### src/rtl/pc_seq_ctrl_if.sv
// Bundle between the PC sequencing controller and the pipeline it steers.
// slave  : controller side (samples hazards/redirects, drives PC and stage controls)
// master : pipeline side (drives hazards/redirects/current PC, observes controls)
interface pc_seq_ctrl_if;
    logic [15:0] pc_cur;
    logic        imem_ready;
    logic        stall_req;
    logic        jmp;
    logic [15:0] jmp_target;
    logic        br_taken;
    logic [15:0] br_target;
    logic        halt;
    logic        resume;
    logic        pc_en;
    logic        pc_clr;
    logic [15:0] pc_next;
    logic        if_id_en;
    logic        if_id_flush;
    logic        id_ex_flush;
    logic        halted;
    logic [15:0] bubble_cnt;

    modport slave (
        input  pc_cur, imem_ready, stall_req, jmp, jmp_target,
               br_taken, br_target, halt, resume,
        output pc_en, pc_clr, pc_next, if_id_en, if_id_flush,
               id_ex_flush, halted, bubble_cnt
    );

    modport master (
        output pc_cur, imem_ready, stall_req, jmp, jmp_target,
               br_taken, br_target, halt, resume,
        input  pc_en, pc_clr, pc_next, if_id_en, if_id_flush,
               id_ex_flush, halted, bubble_cnt
    );
endinterface

### src/rtl/pc_seq_ctrl.sv
// PC sequencing controller for the 5-stage pipeline: arbitrates sequential
// fetch, ID jumps, EX branches, load-use stalls and imem wait states, and
// sequences boot and halt/resume. Keeps a saturating bubble counter.
// Ports: clk (rising edge), clr_n (async active-low reset),
//        bus (pc_seq_ctrl_if.slave) carrying all hazard, redirect and PC controls.
module pc_seq_ctrl #(
    parameter logic [15:0] RESET_VEC   = 16'h0000,
    parameter int unsigned BOOT_CYCLES = 2,
    parameter logic [15:0] PC_STEP     = 16'h0001
) (
    input  logic          clk,
    input  logic          clr_n,
    pc_seq_ctrl_if.slave  bus
);

    localparam int unsigned PC_W   = 16;
    localparam int unsigned BOOT_W = (BOOT_CYCLES < 2) ? 1 : $clog2(BOOT_CYCLES + 1);

    typedef enum logic [1:0] {ST_BOOT, ST_RUN, ST_WAIT, ST_HALT} state_t;

    state_t            r_state;
    logic [BOOT_W-1:0] r_boot_cnt;
    logic              r_pend_vld;
    logic              r_pend_br;
    logic [PC_W-1:0]   r_pend_tgt;
    logic [PC_W-1:0]   r_bubble_cnt;

    state_t            w_state_nxt;
    logic              w_pend_vld_nxt;
    logic              w_pend_br_nxt;
    logic [PC_W-1:0]   w_pend_tgt_nxt;
    logic              w_pc_en;
    logic              w_pc_clr;
    logic [PC_W-1:0]   w_pc_next;
    logic              w_if_id_en;
    logic              w_if_id_flush;
    logic              w_id_ex_flush;
    logic [PC_W-1:0]   w_seq_pc;
    logic              w_bubble;

    assign w_seq_pc = bus.pc_cur + PC_STEP;

    // State, boot counter, pending redirect and bubble counter
    always_ff @(posedge clk or negedge clr_n) begin
        if (!clr_n) begin
            r_state      <= ST_BOOT;
            r_boot_cnt   <= BOOT_W'(BOOT_CYCLES);
            r_pend_vld   <= 1'b0;
            r_pend_br    <= 1'b0;
            r_pend_tgt   <= '0;
            r_bubble_cnt <= '0;
        end else begin
            r_state    <= w_state_nxt;
            r_pend_vld <= w_pend_vld_nxt;
            r_pend_br  <= w_pend_br_nxt;
            r_pend_tgt <= w_pend_tgt_nxt;
            if (r_state == ST_BOOT && r_boot_cnt != '0)
                r_boot_cnt <= r_boot_cnt - BOOT_W'(1);
            if (w_bubble && r_bubble_cnt != {PC_W{1'b1}})
                r_bubble_cnt <= r_bubble_cnt + PC_W'(1);
        end
    end

    // Next-state and pipeline control decode
    always_comb begin
        w_state_nxt    = r_state;
        w_pend_vld_nxt = r_pend_vld;
        w_pend_br_nxt  = r_pend_br;
        w_pend_tgt_nxt = r_pend_tgt;
        w_pc_en        = 1'b0;
        w_pc_clr       = 1'b0;
        w_pc_next      = w_seq_pc;
        w_if_id_en     = 1'b1;
        w_if_id_flush  = 1'b0;
        w_id_ex_flush  = 1'b0;

        case (r_state)
            ST_BOOT: begin
                w_pc_clr      = 1'b1;
                w_pc_next     = RESET_VEC;
                w_if_id_en    = 1'b0;
                w_if_id_flush = 1'b1;
                w_id_ex_flush = 1'b1;
                if (r_boot_cnt <= BOOT_W'(1))
                    w_state_nxt = ST_RUN;
            end

            ST_RUN, ST_HALT: begin
                // An EX branch is older than anything in ID, so it wins even in HALT
                if (bus.br_taken) begin
                    w_pc_next     = bus.br_target;
                    w_if_id_flush = 1'b1;
                    w_id_ex_flush = 1'b1;
                    if (bus.imem_ready) begin
                        w_pc_en     = 1'b1;
                        w_state_nxt = ST_RUN;
                    end else begin
                        w_pend_vld_nxt = 1'b1;
                        w_pend_br_nxt  = 1'b1;
                        w_pend_tgt_nxt = bus.br_target;
                        w_state_nxt    = ST_WAIT;
                    end
                end else if (r_state == ST_HALT) begin
                    w_if_id_flush = 1'b1;
                    if (bus.resume)
                        w_state_nxt = ST_RUN;
                end else if (bus.jmp) begin
                    w_pc_next     = bus.jmp_target;
                    w_if_id_flush = 1'b1;
                    if (bus.imem_ready) begin
                        w_pc_en = 1'b1;
                    end else begin
                        w_pend_vld_nxt = 1'b1;
                        w_pend_br_nxt  = 1'b0;
                        w_pend_tgt_nxt = bus.jmp_target;
                        w_state_nxt    = ST_WAIT;
                    end
                end else if (bus.halt) begin
                    w_if_id_flush = 1'b1;
                    w_state_nxt   = ST_HALT;
                end else if (bus.stall_req) begin
                    w_if_id_en    = 1'b0;
                    w_id_ex_flush = 1'b1;
                end else if (!bus.imem_ready) begin
                    w_if_id_flush = 1'b1;
                    w_state_nxt   = ST_WAIT;
                end else begin
                    w_pc_en = 1'b1;
                end
            end

            ST_WAIT: begin
                w_if_id_flush = 1'b1;
                // A pending branch is older than any jump and must not be overwritten by one
                if (bus.br_taken) begin
                    w_id_ex_flush  = 1'b1;
                    w_pend_vld_nxt = 1'b1;
                    w_pend_br_nxt  = 1'b1;
                    w_pend_tgt_nxt = bus.br_target;
                end else if (bus.jmp && !(r_pend_vld && r_pend_br)) begin
                    w_pend_vld_nxt = 1'b1;
                    w_pend_br_nxt  = 1'b0;
                    w_pend_tgt_nxt = bus.jmp_target;
                end
                if (bus.imem_ready) begin
                    w_pc_en   = 1'b1;
                    w_pc_next = w_pend_vld_nxt ? w_pend_tgt_nxt : w_seq_pc;
                    // Without a redirect the stalled fetch is now valid and enters IF/ID
                    if (!w_pend_vld_nxt)
                        w_if_id_flush = 1'b0;
                    w_pend_vld_nxt = 1'b0;
                    w_pend_br_nxt  = 1'b0;
                    w_state_nxt    = ST_RUN;
                end
            end

            default: w_state_nxt = ST_BOOT;
        endcase
    end

    assign w_bubble = (r_state != ST_BOOT) &&
                      (!w_pc_en || w_if_id_flush || w_id_ex_flush);

    assign bus.pc_en       = w_pc_en;
    assign bus.pc_clr      = w_pc_clr;
    assign bus.pc_next     = w_pc_next;
    assign bus.if_id_en    = w_if_id_en;
    assign bus.if_id_flush = w_if_id_flush;
    assign bus.id_ex_flush = w_id_ex_flush;
    assign bus.halted      = (r_state == ST_HALT);
    assign bus.bubble_cnt  = r_bubble_cnt;

endmodule
### src/flat_wrapper.sv
// flat-port wrapper written by rule: the top's interface ports become plain ports
module pc_seq_ctrl_flat 
#(
    parameter logic [15:0] RESET_VEC   = 16'h0000,
    parameter int unsigned BOOT_CYCLES = 2,
    parameter logic [15:0] PC_STEP     = 16'h0001
)
  (clk, clr_n, bus_pc_cur, bus_imem_ready, bus_stall_req, bus_jmp, bus_jmp_target, bus_br_taken, bus_br_target, bus_halt, bus_resume, bus_pc_en, bus_pc_clr, bus_pc_next, bus_if_id_en, bus_if_id_flush, bus_id_ex_flush, bus_halted, bus_bubble_cnt);
  pc_seq_ctrl_if bus_i ();
  input  logic clk;
  input  logic clr_n;
  input wire logic [$bits(bus_i.pc_cur)-1:0] bus_pc_cur;
  input wire logic [$bits(bus_i.imem_ready)-1:0] bus_imem_ready;
  input wire logic [$bits(bus_i.stall_req)-1:0] bus_stall_req;
  input wire logic [$bits(bus_i.jmp)-1:0] bus_jmp;
  input wire logic [$bits(bus_i.jmp_target)-1:0] bus_jmp_target;
  input wire logic [$bits(bus_i.br_taken)-1:0] bus_br_taken;
  input wire logic [$bits(bus_i.br_target)-1:0] bus_br_target;
  input wire logic [$bits(bus_i.halt)-1:0] bus_halt;
  input wire logic [$bits(bus_i.resume)-1:0] bus_resume;
  output wire logic [$bits(bus_i.pc_en)-1:0] bus_pc_en;
  output wire logic [$bits(bus_i.pc_clr)-1:0] bus_pc_clr;
  output wire logic [$bits(bus_i.pc_next)-1:0] bus_pc_next;
  output wire logic [$bits(bus_i.if_id_en)-1:0] bus_if_id_en;
  output wire logic [$bits(bus_i.if_id_flush)-1:0] bus_if_id_flush;
  output wire logic [$bits(bus_i.id_ex_flush)-1:0] bus_id_ex_flush;
  output wire logic [$bits(bus_i.halted)-1:0] bus_halted;
  output wire logic [$bits(bus_i.bubble_cnt)-1:0] bus_bubble_cnt;
  assign bus_i.pc_cur = bus_pc_cur;
  assign bus_i.imem_ready = bus_imem_ready;
  assign bus_i.stall_req = bus_stall_req;
  assign bus_i.jmp = bus_jmp;
  assign bus_i.jmp_target = bus_jmp_target;
  assign bus_i.br_taken = bus_br_taken;
  assign bus_i.br_target = bus_br_target;
  assign bus_i.halt = bus_halt;
  assign bus_i.resume = bus_resume;
  assign bus_pc_en = bus_i.pc_en;
  assign bus_pc_clr = bus_i.pc_clr;
  assign bus_pc_next = bus_i.pc_next;
  assign bus_if_id_en = bus_i.if_id_en;
  assign bus_if_id_flush = bus_i.if_id_flush;
  assign bus_id_ex_flush = bus_i.id_ex_flush;
  assign bus_halted = bus_i.halted;
  assign bus_bubble_cnt = bus_i.bubble_cnt;
  pc_seq_ctrl #(.RESET_VEC(RESET_VEC), .BOOT_CYCLES(BOOT_CYCLES), .PC_STEP(PC_STEP)) u_core (.clk(clk), .clr_n(clr_n), .bus(bus_i));
endmodule
### config.mk
export PLATFORM = sky130hd
export DESIGN_NAME = pc_seq_ctrl_flat
export DESIGN_NICKNAME = d
export VERILOG_FILES = /design/src/rtl/pc_seq_ctrl_if.sv /design/src/rtl/pc_seq_ctrl.sv /design/src/flat_wrapper.sv
export SDC_FILE = /design/constraint.sdc
export NUM_CORES = 1
export LEC_CHECK = 0
export ABC_AREA = 1
export CORE_MARGIN = 2
export CORE_UTILIZATION = 50
export CTS_CLUSTER_DIAMETER = 150
export DETAILED_ROUTE_END_ITERATION = 7
export PLACE_DENSITY = 0.81
export SYNTH_ARGS = -nofsm -noshare
export SYNTH_HDL_FRONTEND = slang
export SYNTH_SLANG_ARGS = --single-unit
### constraint.sdc
create_clock -name clk -period 2.3 [get_ports clk]
set_input_delay 0.575 -clock clk [delete_from_list [all_inputs] [get_ports clk]]
set_output_delay 0.575 -clock clk [all_outputs]
set_load 0.02 [all_outputs]
==> impl_metrics.py, run 1 <==
metrics = {
    "route": {
        "drt-pass1-iter-count": 7,
        "vias": 5720,
        "vias_per_cell": 6.23,
        "topRoutingLayerUsed": "met5",
        "drt-initial-drc-count": 873,
        "wl_met3_um": 2290,
        "route.detailed.drc": 0,
        "wire_per_inst_um": 20.4,
        "ant_nets": 0,
        "drt_wl_total_um": 18700,
        "met2WireLength_um": 8610,
        "met1_length_um": 6130,
    },
    "power": {
        "p_int_uw": 2930,
        "leakagePower_uw": 0.00308,
        "clkPwrFrac_pct": 10.5,
        "vdd_ir_drop_max_v": 0.00114,
        "sw_frac_of_total_pct": 48.7,
        "combPwrFrac_pct": 69.8,
        "power_per_cell_area_nw_per_um2": 904,
        "pwr-share-seq_pct": 19.7,
        "total_power_uw": 5700,
        "p_switching_uw": 2780,
    },
    "critical_path": {
        "crit_family": "buffers and inverters",
        "cp_common_cell": "buf_6",
        "cp_data_required_time_ns": 1.73,
        "slowest_delay_ns": 0.40,
        "rr_worst_depth": 9,
        "crit_chain": "nand2_2, nand2_8, clkinvlp_4, buf_6, buf_6, o21ai_4, o21ai_2, nand2_1, nand3_2, nand2_2, buf_6",
        "cp_num_cells": 11,
        "critical_path_arrival_ns": 1.92,
        "startpoint_type": "register",
        "endpoint_kind": "primary output",
        "critical_path_class": "reg -> out",
        "critPathSlowestCell": "dfrtp_1",
        "crit_fanout": 4,
        "critical_path_buf_inv_count": 4,
    },
    "yosys": {
        "yosys_warnings": 0,
        "syn_nets": 658,
        "ys.flop_type": "dfrtp_1",
        "ys_types": 39,
        "synthArstFlopShare_pct": 100,
        "synth_seq_cells": 38,
        "syn-cell-area_um2": 3620,
        "yosysTopAreaCell": "dfrtp_1",
        "synth.avg_cell_area_um2": 6.06,
        "netlist.area_leader.share_pct": 25.5,
        "synth_area_leaders": "dfrtp_1 (26%), nand2_1 (19%), nor2_1 (7.8%)",
        "synth_edf_count": 0,
        "synth_common_cells": "nand2_1 (188), nor2_1 (75), nand3_1 (52), inv_1 (50), o21ai_0 (48)",
        "post-synth-top-count-cell": "nand2_1",
        "netlist_instances": 598,
        "ys_seq_area_share_pct": 26.3,
    },
    "floorplanning": {
        "die_y_um": 89.1,
        "die_width_um": 89.1,
        "rows": 31,
        "start_util_pct": 50.8,
        "core_area_um2": 7140,
        "num_io_pins": 94,
        "die_area_um2": 7950,
    },
    "run_status": {
        "outcome": "finished with violations",
        "violations": "negative setup slack",
    },
    "grt": {
        "grt_overflow_total": 0,
        "antenna_found_initial": 1,
        "grt_pass1_wl_um": 24100,
        "grt_max_degree": 27,
        "grt_usage_pct": 39.0,
        "grt_pass1_vias": 5251,
    },
    "sta": {
        "final_max_slew_viol_count": 0,
        "timing_hold_violations_final": 0,
        "whs_ns": 0.283,
        "setup_violations": 18,
        "worstMarginPinSlew_ns": 0.943,
        "max_freq_mhz": 400,
        "setup_slack_ns": -0.199,
        "fin_skew_ns": 0.0124,
        "slew-limit-headroom_pct": 36.5,
        "min_period_ns": 2.50,
        "fin_crit_sh_pct": 109,
        "grt_setup_unrepaired": "true",
    },
    "place": {
        "io_buffers": 93,
        "dp.cells": 878,
        "hpwl_um": 10200,
        "place.gp.congestion": 0.953,
    },
    "clock_network": {
        "cts_inserted_buffers": 5,
        "clock-sinks": 38,
        "cts_tree": "done",
        "cts_max_path_buffers": 2,
        "cts-root-buf": "clkbuf_8",
        "h-tree-depth": 2,
        "clkSlewWorstSetupHoldPaths_ns": 0.09,
        "cts_hold_buffers": 0,
        "clk_latency_ns": 0.31,
    },
    "hold_path": {
        "min_path_type": "in -> async",
    },
    "layout": {
        "n_antenna_cell": 0,
        "fin_nets": 878,
        "syn2layout_area_growth_pct": 74.0,
        "drive_gt1_share_pct": 39.1,
        "fin_cells": 918,
    },
    "flow_run": {
        "cap_violations": 0,
    },
}
## registers in the layout, indices dropped and copies added, names as in the netlist
name	count
u_core.r_pend_br	1
u_core.r_boot_cnt	2
u_core.r_pend_tgt	16
u_core.r_pend_vld	1
u_core.bus.bubble_cnt	16
u_core.r_state	2
## cell type report
class | count | area (um^2)
clock buffer | 7 | 76.3
fill | 361 | 828
timing repair buffer | 233 | 2050
sequential | 38 | 952
tap | 99 | 124
inverter | 57 | 233
multi-input combinational | 483 | 2850
clock inverter | 1 | 30.0
## power groups by stage
stage	Sequential [uW]	Combinational [uW]	Clock (uW)
after CTS	1060	3330	585
after global placement	1050	2970	0
after floorplan	1100	1630	0
after detailed placement	1060	3050	0
final	1120	3980	600
after global routing	1120	4200	616
## per-stage QoR
step / setup slack (ns) / cell area (um^2) / util (%) / setup TNS [ns]
after floorplan: 0.0609 / 3620 / - / 0
after global placement: -0.970 / 5390 / 75.5 / -19.92
after detailed placement: -1.00 / 5390 / 75.5 / -21.81
after CTS: -0.114 / 5840 / 81.9 / -0.362
after global routing: -0.350 / 6310 / 88.4 / -3.31
final: -0.199 / 6310 / 88.4 / -2.21
## what timing repair did
item / 4_1_cts / 5_1_grt
gates cloned: 1 / 0
setup endpoints to repair: 21 / 20
buffers inserted: 17 / 15
hold endpoints to repair: 0 / 0
gates resized for setup: 278 / 108
pin swaps: 55 / 52
## worst paths after layout
| check | from | endpoint | slack, ns |
|---|---|---|---|
| worst max-delay path | u_core.r_pend_br | bus_pc_next[10] | -0.20 |
| worst min-delay path | clr_n | u_core.r_pend_tgt[15] | 0.28 |
| worst max register to register | u_core.r_state[1] | u_core.r_pend_tgt[13] | -0.19 |
| worst min register to register | u_core.r_boot_cnt[1] | u_core.r_boot_cnt[1] | 0.51 |
| max in group asynchronous | clr_n | u_core.bus.bubble_cnt[14] | 1.43 |
| min in group clk | u_core.r_boot_cnt[1] | u_core.r_boot_cnt[1] | 0.51 |
## layout by cell type (no fill, tap or decap), drive strengths merged, types with 6 or more instances in the layout
| cell | Yosys | routed |
|---|---|---|
| xnor2 | 8 | 8 |
| o22ai | 9 | 9 |
| or2 | 11 | 11 |
| dlygate4sd2 | 0 | 6 |
| xor2 | 11 | 11 |
| buf | 15 | 173 |
| clkdlybuf4s50 | 0 | 44 |
| nand2 | 195 | 195 |
| dfrtp | 37 | 37 |
| clkbuf | 5 | 7 |
| inv | 57 | 56 |
| dlymetal6s2s | 0 | 6 |
| nor2 | 78 | 78 |
| a21oi | 17 | 17 |
| o21ai | 56 | 56 |
| nor3 | 17 | 17 |
| nand3 | 54 | 54 |
## layer usage
layer  vias up  GRT usage, %
met2       553          67.3
met5         -             0
met3       206          9.70
met4         2          25.4
li1       2376             -
met1      2583          42.4
## logic make-up (layout without fill, tap and decap cells)
group / Yosys count / after routing / share of synthesized area, %
compound gates: 97 / 97 / 15.7
fa+ha+maj: 4 / 4 / 1.38
simple gates: 363 / 363 / 43.1
flops: 38 / 38 / 26.3
buf+inv: 77 / 298 / 8.94
xor+xnor: 19 / 19 / 4.59
Power figures use the tool's default switching activity.
==> run 2: changes to the inputs <==
--- a/config.mk
+++ b/config.mk
@@ -10,6 +10,7 @@
 export CORE_UTILIZATION = 50
 export CTS_CLUSTER_DIAMETER = 150
 export DETAILED_ROUTE_END_ITERATION = 7
+export MAX_ROUTING_LAYER = met4
 export PLACE_DENSITY = 0.81
 export SYNTH_ARGS = -nofsm -noshare
 export SYNTH_HDL_FRONTEND = slang
==> impl_metrics.py, run 2 (synthesized netlist as in run 1, its figures left out) <==
metrics = {
    "critical_path": {
        "cp_data_required_time_ns": 1.73,
        "startpoint_type": "primary input",
        "critical_path_class": "in -> out",
        "endpoint_kind": "primary output",
        "crit_fanout": 3,
        "critical_path_arrival_ns": 1.92,
    },
    "sta": {
        "fin_skew_ns": 0.0100,
        "setup_violations": 15,
        "grt_setup_unrepaired": "true",
        "slew-limit-headroom_pct": 68.1,
        "fin_crit_sh_pct": 108,
        "final_max_slew_viol_count": 0,
        "worstMarginPinSlew_ns": 0.479,
        "max_freq_mhz": 401,
        "min_period_ns": 2.49,
        "setup_slack_ns": -0.194,
        "timing_hold_violations_final": 0,
    },
    "grt": {
        "grt_pass1_vias": 4991,
        "antenna_found_initial": 0,
        "grt_max_degree": 21,
        "grt_usage_pct": 36.9,
        "grt_overflow_total": 0,
        "grt_pass1_wl_um": 22300,
    },
    "clock_network": {
        "cts_hold_buffers": 0,
        "cts_tree": "done",
        "clk_latency_ns": 0.30,
        "clock-sinks": 38,
        "clkSlewWorstSetupHoldPaths_ns": 0.08,
        "h-tree-depth": 2,
        "cts_max_path_buffers": 2,
        "cts-root-buf": "clkbuf_8",
        "cts_inserted_buffers": 5,
    },
    "floorplanning": {
        "die_y_um": 89.1,
        "start_util_pct": 50.8,
        "rows": 31,
        "die_area_um2": 7950,
        "die_width_um": 89.1,
        "num_io_pins": 94,
        "core_area_um2": 7140,
    },
    "place": {
        "place_area_um2": 5430,
        "place.gp.congestion": 1.02,
        "hpwl_um": 9940,
        "io_buffers": 93,
    },
    "route": {
        "wire_per_inst_um": 17.9,
        "vias_per_cell": 5.92,
        "route.detailed.drc": 0,
        "drt_wl_total_um": 16200,
        "ant_nets": 0,
        "drt-initial-drc-count": 706,
        "drt-pass1-iter-count": 6,
        "vias": 5367,
    },
    "power": {
        "power_per_cell_area_nw_per_um2": 868,
        "vdd_ir_drop_max_v": 0.000960,
        "leakagePower_uw": 0.00304,
        "total_power_uw": 5340,
    },
    "run_status": {
        "violations": "negative setup slack",
        "outcome": "finished with violations",
    },
    "layout": {
        "fin_nets": 867,
        "mostFrequentLayoutCell": "nand2_1",
        "design_area_um2": 6160,
        "syn2layout_area_growth_pct": 69.9,
        "n_antenna_cell": 0,
        "layout_common_cells": "nand2_1 (163), buf_4 (110), nor2_1 (51), nand3_1 (48)",
        "drive_gt1_share_pct": 36.4,
    },
    "flow_run": {
        "cap_violations": 0,
    },
    "hold_path": {
        "min_path_type": "in -> async",
    },
}
[run 2: changes by cell type in the layout (fill, tap and decap cells not counted), sizes merged]
cell,change
clkdlybuf4s15,-1
clkinv,+1
dlymetal6s2s,+1
clkdlybuf4s50,-1
bufinv,-1
clkinvlp,+2
clkbuf,+2
dlygate4sd2,+1
buf,-15
[run 2: layout make-up]
type / instances / area (um^2)
Inverter: 57 / 235
Timing Repair Buffer: 221 / 1970
Timing Repair inverter: 1 / 7.51
Clock inverter: 2 / 12.5
Fill cell: 392 / 978
Multi-Input combinational cell: 483 / 2780
Clock buffer: 6 / 82.6
Tap cell: 99 / 124
Sequential cell: 38 / 952
[run 2: report_power, final]
group          internal, uW  total (uW)  switching, uW
Sequential              902        1080            180
Clock                   241         504            263
Combinational          1640        3760           2120
[run 2: worst max-delay path, stage by stage]
cell and delay (ns):
clkdlybuf4s50_1 0.45, nor2_4 0.18, nor2_2 0.08, o21ai_1 0.15, nand2_1 0.10, o21ai_1 0.14
nand2_1 0.10, buf_6 0.14
[run 2: final timing paths]
check | endpoint | slack (ns) | cells past startpoint | start
max | bus_pc_next[0] | -0.19 | 8 | bus_jmp_target[0]
min | u_core.r_pend_tgt[12] | 0.23 | 1 | clr_n
max reg2reg | u_core.r_pend_tgt[9] | 0.25 | 11 | u_core.r_state[0]
min reg2reg | u_core.r_boot_cnt[1] | 0.50 | 2 | u_core.r_boot_cnt[1]
max in group asynchronous | u_core.bus.bubble_cnt[13] | 1.54 | 2 | clr_n
min in group clk | u_core.r_boot_cnt[1] | 0.50 | 2 | u_core.r_boot_cnt[1]
[run 2: what timing repair did]
item | CTS | global route
pin swaps | 45 | 59
gates resized for setup | 268 | 96
buffers inserted | 6 | 8
gates cloned | 2 | 0
setup endpoints to repair | 21 | 21
hold endpoints to repair | 0 | 0
[run 2: metal layers]
metal  part of all wire [%]  vias up  GRT usage [%]  wire, um
li1                       -     2360              -         -
met1                     35     2444           41.1      5770
met2                     49      415           63.2      7900
met3                    9.5      148           5.26      1540
met4                    6.4        0           20.2      1040
met5                      0        -              -         0
[run 2: metrics by stage]
step	std cells	TNS, ns	hold WS [ns]	setup WS, ns	util (%)
detailed placement	883	-23.05	0.470	-0.981	76.0
global route	907	-2.45	0.248	-0.318	86.3
global placement	883	-21.74	0.462	-1.01	76.0
floorplan	598	0	0.279	0.0609	-
finish	907	-1.29	0.227	-0.194	86.3
CTS	899	-0.106	0.233	-0.0333	81.9
==> run 3: changes to the inputs <==
--- a/config.mk
+++ b/config.mk
@@ -6,6 +6,7 @@
 export NUM_CORES = 1
 export LEC_CHECK = 0
 export ABC_AREA = 1
+export CAP_MARGIN = 20
 export CORE_MARGIN = 2
 export CORE_UTILIZATION = 50
 export CTS_CLUSTER_DIAMETER = 150
==> results of run 3 <==
No change in the layout: final DEF, timing and power equal those of run 2.
